**src/rtl/fetch_stage_if.sv**
```systemverilog
// Instruction-memory port: single-outstanding request/grant/rvalid handshake.
// The fetch stage is the master; the instruction memory is the slave.
interface fetch_stage_if #(
   parameter int XLEN = 32
);
   logic            req;
   logic [XLEN-1:0] addr;
   logic            gnt;
   logic            rvalid;
   logic [XLEN-1:0] rdata;

   modport master (output req, output addr, input gnt, input rvalid, input rdata);
   modport slave  (input req, input addr, output gnt, output rvalid, output rdata);
endinterface

```
**src/rtl/fetch_stage.sv**
```systemverilog
// rv32 instruction-fetch stage: owns the PC, runs the imem handshake FSM and
// drives the IF/ID pipeline register.
module fetch_stage #(
   parameter logic [31:0] RESET_PC = 32'h0000_0000,
   parameter int          XLEN     = 32
) (
   input  logic              clk_i,
   input  logic              rst_ni,
   input  logic              stall_i,
   input  logic              flush_i,
   input  logic              redirect_i,
   input  logic [XLEN-1:0]   redirect_pc_i,
   fetch_stage_if.master     imem,
   output logic              instr_stall_o,
   output logic              if_id_valid_o,
   output logic [XLEN-1:0]   if_id_pc_o,
   output logic [XLEN-1:0]   if_id_instr_o,
   output logic              misaligned_fetch_o
);

   localparam logic [XLEN-1:0] NOP = 32'h0000_0013;

   typedef enum logic [1:0] {
      S_REQ,
      S_WAIT,
      S_HOLD,
      S_DROP
   } state_e;

   state_e          state_q, state_d;
   logic [XLEN-1:0] pc_q, pc_d;
   logic [XLEN-1:0] hold_q, hold_d;
   logic            if_id_valid_q;
   logic [XLEN-1:0] if_id_pc_q;
   logic [XLEN-1:0] if_id_instr_q;
   logic            misaligned_q;

   logic            redirect_ok;
   logic            deliver;
   logic [XLEN-1:0] deliver_instr;
   logic [XLEN-1:0] pc_inc;

   // A misaligned target is dropped entirely; the FSM behaves as if no redirect came.
   assign redirect_ok = redirect_i && (redirect_pc_i[1:0] == 2'b00);
   assign pc_inc      = pc_q + 32'd4;

   // NOTE: every variable written here gets a default first, so no path can leave one unassigned and infer a latch.
   always_comb begin
      state_d       = state_q;
      pc_d          = pc_q;
      hold_d        = hold_q;
      deliver       = 1'b0;
      deliver_instr = hold_q;

      unique case (state_q)
         S_REQ: begin
            if (redirect_ok) begin
               pc_d    = redirect_pc_i;
               state_d = imem.gnt ? S_DROP : S_REQ;
            end else if (imem.gnt) begin
               state_d = S_WAIT;
            end
         end
         S_WAIT: begin
            if (redirect_ok) begin
               pc_d    = redirect_pc_i;
               state_d = imem.rvalid ? S_REQ : S_DROP;
            end else if (imem.rvalid) begin
               if (!stall_i) begin
                  deliver       = 1'b1;
                  deliver_instr = imem.rdata;
                  pc_d          = pc_inc;
                  state_d       = S_REQ;
               end else begin
                  hold_d  = imem.rdata;
                  state_d = S_HOLD;
               end
            end
         end
         S_HOLD: begin
            if (redirect_ok) begin
               pc_d    = redirect_pc_i;
               state_d = S_REQ;
            end else if (!stall_i) begin
               deliver = 1'b1;
               pc_d    = pc_inc;
               state_d = S_REQ;
            end
         end
         S_DROP: begin
            if (redirect_ok) pc_d = redirect_pc_i;
            if (imem.rvalid) state_d = S_REQ;
         end
         default: state_d = S_REQ;
      endcase
   end

   // NOTE: state registers use non-blocking assignments so all flops update together on the edge.
   always_ff @(posedge clk_i or negedge rst_ni) begin
      if (!rst_ni) begin
         state_q      <= S_REQ;
         pc_q         <= RESET_PC;
         hold_q       <= '0;
         misaligned_q <= 1'b0;
      end else begin
         state_q      <= state_d;
         pc_q         <= pc_d;
         hold_q       <= hold_d;
         misaligned_q <= redirect_i && (redirect_pc_i[1:0] != 2'b00);
      end
   end

   // IF/ID priority: flush, then stall, then a delivered instruction, else a bubble.
   always_ff @(posedge clk_i or negedge rst_ni) begin
      if (!rst_ni) begin
         if_id_valid_q <= 1'b0;
         if_id_pc_q    <= '0;
         if_id_instr_q <= NOP;
      end else if (flush_i) begin
         if_id_valid_q <= 1'b0;
      end else if (stall_i) begin
         if_id_valid_q <= if_id_valid_q;
      end else if (deliver) begin
         if_id_valid_q <= 1'b1;
         if_id_pc_q    <= pc_q;
         if_id_instr_q <= deliver_instr;
      end else begin
         if_id_valid_q <= 1'b0;
      end
   end

   assign imem.req           = (state_q == S_REQ);
   assign imem.addr          = pc_q;
   assign instr_stall_o      = (state_q == S_WAIT) || (state_q == S_DROP);
   assign if_id_valid_o      = if_id_valid_q;
   assign if_id_pc_o         = if_id_pc_q;
   assign if_id_instr_o      = if_id_instr_q;
   assign misaligned_fetch_o = misaligned_q;

endmodule

```
**src/flat_wrapper.sv**
```systemverilog
// flat-port wrapper written by rule: the top's interface ports become plain ports
module fetch_stage_flat 
#(
   parameter logic [31:0] RESET_PC = 32'h0000_0000,
   parameter int          XLEN     = 32
)
  (clk_i, rst_ni, stall_i, flush_i, redirect_i, redirect_pc_i, instr_stall_o, if_id_valid_o, if_id_pc_o, if_id_instr_o, misaligned_fetch_o, imem_req, imem_addr, imem_gnt, imem_rvalid, imem_rdata);
  fetch_stage_if #(.XLEN(XLEN)) imem_i ();
  input  logic clk_i;
  input  logic rst_ni;
  input  logic stall_i;
  input  logic flush_i;
  input  logic redirect_i;
  input  logic [XLEN-1:0] redirect_pc_i;
  output logic instr_stall_o;
  output logic if_id_valid_o;
  output logic [XLEN-1:0] if_id_pc_o;
  output logic [XLEN-1:0] if_id_instr_o;
  output logic misaligned_fetch_o;
  output wire logic [$bits(imem_i.req)-1:0] imem_req;
  output wire logic [$bits(imem_i.addr)-1:0] imem_addr;
  input wire logic [$bits(imem_i.gnt)-1:0] imem_gnt;
  input wire logic [$bits(imem_i.rvalid)-1:0] imem_rvalid;
  input wire logic [$bits(imem_i.rdata)-1:0] imem_rdata;
  assign imem_req = imem_i.req;
  assign imem_addr = imem_i.addr;
  assign imem_i.gnt = imem_gnt;
  assign imem_i.rvalid = imem_rvalid;
  assign imem_i.rdata = imem_rdata;
  fetch_stage #(.RESET_PC(RESET_PC), .XLEN(XLEN)) u_core (.clk_i(clk_i), .rst_ni(rst_ni), .stall_i(stall_i), .flush_i(flush_i), .redirect_i(redirect_i), .redirect_pc_i(redirect_pc_i), .imem(imem_i), .instr_stall_o(instr_stall_o), .if_id_valid_o(if_id_valid_o), .if_id_pc_o(if_id_pc_o), .if_id_instr_o(if_id_instr_o), .misaligned_fetch_o(misaligned_fetch_o));
endmodule
```
**config.mk**
```make
export PLATFORM = sky130hd
export DESIGN_NAME = fetch_stage_flat
export DESIGN_NICKNAME = d
export VERILOG_FILES = /design/src/rtl/fetch_stage_if.sv /design/src/rtl/fetch_stage.sv /design/src/flat_wrapper.sv
export SDC_FILE = /design/constraint.sdc
export NUM_CORES = 1
export LEC_CHECK = 0
export ABC_AREA = 1
export BUFFER_PORTS_ARGS = -buffer_cell sky130_fd_sc_hd__buf_2
export CELL_PAD_IN_SITES_DETAIL_PLACEMENT = 1
export CELL_PAD_IN_SITES_GLOBAL_PLACEMENT = 2
export CORE_ASPECT_RATIO = 1.75
export CORE_MARGIN = 5
export CORE_UTILIZATION = 33
export DETAILED_ROUTE_END_ITERATION = 10
export HOLD_SLACK_MARGIN = 0.08
export PLACE_DENSITY = 0.86
export SYNTH_ARGS = -nofsm -noshare
export SYNTH_HDL_FRONTEND = slang
export SYNTH_SLANG_ARGS = --single-unit
```
**constraint.sdc**
```tcl
create_clock -name clk_i -period 5.51 [get_ports clk_i]
set_clock_uncertainty 0.15 [all_clocks]
set_input_delay 0.2755 -clock clk_i [delete_from_list [all_inputs] [get_ports clk_i]]
set_output_delay 0.2755 -clock clk_i [all_outputs]
set_load 0.05 [all_outputs]
```
# Word-level counts from Yosys, hierarchy flattened
# Cells that the tools add are included.
# Widths: inputs -> output; s select.
[totals]
ff_bits = 132
input_bits = 71
word_cells = 59
[op_classes]
add_sub_neg = 1
eq_ne = 9
muxes = 28
bitwise = 3
n_reduce_logical = 11
[ops]
columns = ["op", "count"]
rows = [
  ["$mux 32", 8],
  ["$pmux 32 s3", 1],
  ["$add 32x3->32 const B", 1],
  ["$mux 2", 10],
  ["$pmux 2 s4", 1],
  ["$reduce_and 4->1", 2],
  ["$mux 1", 7],
  ["$ne 3x2->1 const B", 2],
  ["$eq 2x2->1 const B", 2],
  ["$logic_not 2->1", 2],
  ["$ne 2x1->1 const B", 2],
  ["$ne 3x1->1 const B", 1],
  ["$not 1->1", 3],
  ["$reduce_and 3->1", 1],
  ["$eq 2x1->1 const B", 1],
  ["$logic_and 1x1->1", 2],
  ["$ne 2x2->1 const B", 1],
  ["$pmux 1 s2", 1],
  ["$reduce_and 2->1", 1],
  ["$reduce_bool 2->1", 1],
  ["$reduce_or 2->1", 1],
  ["$logic_or 1x1->1", 1],
]

# Longest topological paths before layout
[logic_depth]
depth_word = 7
mapped_depth = 11

# Least setup slack after synthesis
# No wires, ideal clock.
[synth_timing]
path_type = "flip-flop to flip-flop"
startpoint = "reg u_core.pc_q[3] (netlist: u_core.imem.addr[3])"
endpoint = "reg u_core.pc_q[20] (netlist: u_core.imem.addr[20])"
setup_ps = 118
t_arrival_ps = 1697
required_ps = 5242
slack_ps = 3545
path_stages_with_launch = 11
path_buffers = 0
synth_period_minus_slack_ps = 1965
path_cell_list = "dfrtp_1 > ha_1 > inv_1 > nor2_1 > nand3_1 > nor2_1 > nand2_1 > nand2_1 > nand2_1 > nand2_1 > nand2_1"
[synth_between]
elab_chain_cells = 5
[synth_rtl]
columns = ["element", "line_no", "source"]
rows = [
  ["start: declaration", "fetch_stage.sv:31", "logic [XLEN-1:0] pc_q, pc_d;"],
  ["start signal: assignment", "fetch_stage.sv:107", "pc_q <= pc_d;"],
  ["$add 32x3->32 *", "fetch_stage.sv:45", "assign pc_inc = pc_q + 32'd4;"],
  ["$mux 32 *", "fetch_stage.sv:69, fetch_stage.sv:84", ""],
  ["$mux 32", "fetch_stage.sv:68", "end else if (imem.rvalid) begin"],
  ["$mux 32", "fetch_stage.sv:65", "if (redirect_ok) begin"],
  ["$pmux 32 s3 *", "fetch_stage.sv:55", "unique case (state_q)"],
]
# Mark *: on every way between the ends. The rest lies on a longest branch, timed or not. The select of a mux whose other input is x is not followed.
# A chain may end at the register's enable or synchronous reset.

# Worst setup path in the final report
[layout_timing]
startpoint = "reg u_core.state_q[1]"
endpoint = "reg u_core.hold_q[10]"
[layout_between]
elab_chain_cells = 2
[layout_rtl]
columns = ["element", "line_no", "source"]
rows = [
  ["start: declaration", "fetch_stage.sv:30", "state_e state_q, state_d;"],
  ["start signal: assignment", "fetch_stage.sv:106", "state_q <= state_d;"],
  ["$eq 2x1->1", "fetch_stage.sv:55", ""],
  ["$reduce_and 4->1 (no source line)", "--", ""],
  ["end signal: assignment", "fetch_stage.sv:108", "hold_q <= hold_d;"],
  ["end: declaration", "fetch_stage.sv:32", "logic [XLEN-1:0] hold_q, hold_d;"],
]
# Every way passes these cells.

==> run summary <==
* 0.65 ns — Critical Path Max Stage Delay
* flop to flop — worst setup path class
* 0.1987 — total routing resource utilization after global routing
* 0.003307 sq mm — storage element area
* 132 — Clock Sinks
* 0.4902 — share of the synthesized area in the top cell type
* 0.002799 sq mm — multi-input logic area
* 0.008830 sq mm — final cell area excluding filler cells
* imem_gnt — worst hold path startpoint
* 0.42 ns — clk_lat worst skew
* sky130_fd_sc_hd__dfrtp_1 — cell type with the largest total area after synthesis
* 0.3863 — Slew HR
* 338.5 uV — peak supply drop
* sky130_fd_sc_hd__dfrtp_1 49%, sky130_fd_sc_hd__nand2_1 14%, sky130_fd_sc_hd__nor2_1 6.2%, sky130_fd_sc_hd__o21ai_0 5.3%, sky130_fd_sc_hd__mux2_2 3.9% — top cells by area, synth
* 4 — htree depth
* 2.424 ns — worst setup slack after layout
* sky130_fd_sc_hd__clkbuf_16 — root buffer cell
* 0.1194 ns — worst slack on hold paths
* 0 — number of gates resized after cts
* 5.65 ns — CP required
* 0.2373 — fraction of final layout cells with drive strength greater than 1
* finished clean — result of the run
* 8.120 sq um — synthesized area divided by synthesized cell count
* simple AND/OR/NAND/NOR gates — dominant delay contributor by cell family on the critical path
* 35 — library cells used by synthesis
* 324.0 MHz — fmax
* 5.891 mW — post-route total power
* 0 — Max Transition Viols Final
* 0.5022 — sequential area share after synthesis
* 3.23 ns — arrival time worst endpoint
* 0 — final global-route overflow total
* 887 — synthesized net count
* 0.3336 — effective utilization at floorplan
* 2,432 — number of filler instances in the final layout
* 132 — FF+latch count, synth
* 0.02299 sq mm — Die Footprint
* 6,194 — vias after detailed routing
* 116.8 um — overall die width
* 2 — maximum buffer depth of the clock tree
* sky130_fd_sc_hd__dfrtp_1 — commonest register cell after synthesis
* 68 — standard-cell row count
* 0.007540 sq mm — Cell Area, Placed
* 667.2 mW/mm^2 — total power divided by cell area
* 811 — post-synthesis cell count
* inv_1 > ha_1 > nand2_1 > inv_2 > nand2_4 > inv_2 > nand2_2 > mux2_1 — critical-path cell list
* 3 — critical path buffer and inverter count
* 0 — number of flops mapped to enable cells by yosys
* flop — type of destination of the critical path
* input pin to flop — Hold Path Class
* 15,750 um — DP Wirelength
* 1,290 — post-route insts no fill
* sky130_fd_sc_hd__inv_2 — most frequent cell on the critical path
* 0 — number of nets with antenna violations after routing
* 0 — final setup violation count
* u_core.state_q[1] — RR Startpoint
* 4.802 — ratio of routed vias to standard cells
* 1,194 — Cell Count Post-Placement
* 4.476 nW — static power due to leakage
* 76 — maximum number of pins on one net before global-route repair
* 1,108 — Total Nets Final
* 0.8483 — gpl congestion
* 35,380 um — global-route wire length before repair
* 16.83 um — post-detailed-route wirelength per cell
* 0.01974 sq mm — core area
* 186 — 1st-iter DRT viols
* 0.4473 — post-route core utilization
* 0 ns — summed negative setup slack over all endpoints
* u_core.state_q[1] — worst setup path start
* 4 — number of detailed-route iterations in the first pass
* 3.086 ns — crit path time final
* built — TritonCTS clock tree
* 196.9 um — Die H
* 34.09% — relative area change from synthesis to final layout
* 21,710 um — detailed-route wire length
* 40 — highest net fanout along the worst path
* 0 — final hold viol count
* sky130_fd_sc_hd__nand2_2 — slowest cell on the critical path
* 0.9205 ns — Least-Margin Pin Slew
* 242 x sky130_fd_sc_hd__nand2_1, 129 x sky130_fd_sc_hd__dfrtp_1, 108 x sky130_fd_sc_hd__nor2_1 — ranking of synthesized cells by instance count
* 6,860 — via count of the first global-routing pass
* 2.376 ns — post-place setup slack
* 171 — number of I/O pins
* 0 — total inserted antenna cells
* 0 — total of warnings raised by yosys
* 170 — I/O Buffers
* 0.5601 — final worst-path cycle share
* flop — critical path launch point type
* 1.000 — asr flop ratio synth
* 0 — Maximum Capacitance Violations
* 0.05 ns — clock-pin slew of the registers on the worst-case setup and hold paths
* sky130_fd_sc_hd__nand2_1 — top-count cell post-synth
* 0.006585 sq mm — total standard cell area after synthesis
* 17 — clock buffer count from CTS
* 0 — initial antenna violation count
* false — setup repair after global routing missed its margin
* 0 — DRC violation count after routing
## worst reg2reg max path, cell delays in order (launching register included)
cell and delay, ns:
sky130_fd_sc_hd__dfrtp_1 0.40, sky130_fd_sc_hd__inv_1 0.10, sky130_fd_sc_hd__ha_1 0.21, sky130_fd_sc_hd__nand2_1 0.08, sky130_fd_sc_hd__inv_2 0.07, sky130_fd_sc_hd__nand2_4 0.19
sky130_fd_sc_hd__inv_2 0.58, sky130_fd_sc_hd__nand2_2 0.66, sky130_fd_sc_hd__mux2_1 0.52
## logic make-up (layout without fill, tap and decap cells)
group	Yosys count	count (layout)	share of synthesized area
AND/OR/NAND/NOR	415	415	0.2576
flip-flops	132	132	0.5022
AO/OA/AOI/OAI	128	128	0.1098
buffers and inverters	102	336	0.07277
multiplexers	25	25	0.04275
adder cells (fa/ha/maj)	5	5	0.009500
XOR/XNOR	4	4	0.005321
## placed cells by master (no fill, tap or decap), drive strengths merged, types with 5 or more instances in the layout
master / netlist / final
nand2: 248 / 248
buf: 30 / 172
dfrtp: 129 / 129
nor2: 110 / 110
o21ai: 85 / 85
inv: 68 / 68
dlygate4sd3: 0 / 64
nand3: 47 / 47
o31ai: 26 / 26
mux2: 25 / 25
clkbuf: 4 / 19
a21oi: 8 / 8
or2: 6 / 6
clkinv: 0 / 6
ha: 5 / 5
bufinv: 0 / 5
## path summary, 6_finish.rpt
path	to	slack (ns)	depth (start not counted)
min in group asynchronous	u_core.imem.addr[6]	0.28	2
setup / recovery	u_core.hold_q[10]	2.42	8
max in group asynchronous	u_core.if_id_pc_o[26]	3.62	3
hold reg to reg	u_core.if_id_instr_o[27]	0.33	2
setup reg to reg	u_core.hold_q[10]	2.42	8
hold / removal	u_core.state_q[0]	0.12	5
## sequential cells by signal, summed over array words and instances (netlist names)
| register | cells |
|---|---|
| u_core.if_id_valid_o | 1 |
| u_core.state_q | 2 |
| u_core.hold_q | 32 |
| u_core.if_id_instr_o | 32 |
| u_core.misaligned_fetch_o | 1 |
| u_core.imem.addr | 32 |
| u_core.if_id_pc_o | 32 |
## cell type report
cell class,count,area share
clock buffers,19,0.05016
multi-input cells,577,0.3170
flip-flops and latches,132,0.3745
clock inverters,13,0.02338
inverters,68,0.02891
well taps,245,0.03472
repair buffers,236,0.1713
## power by group
| group | switching, mW | total (mW) | internal [mW] |
|---|---|---|---|
| combinational | 2.14 | 2.87 | 0.735 |
| clock | 0.435 | 1.25 | 0.814 |
| sequential | 0.363 | 1.77 | 1.41 |
| total | 2.93 | 5.89 | 2.96 |
## layer usage
| layer | GRT usage | up-vias | wire length (um) |
|---|---|---|---|
| met3 | 0.02919 | 43 | 753 |
| met4 | 0.1046 | 0 | 983 |
| met1 | 0.2072 | 2949 | 8036 |
| met2 | 0.3718 | 145 | 11940 |
| li1 | - | 3057 | - |
| met5 | 0 | - | 0 |
## repair_timing
item,4_1_cts,5_1_grt
buffers inserted,0,0
hold endpoints to repair,162,0
hold buffers,64,0
No activity file was read; power rests on OpenSTA's default activity.
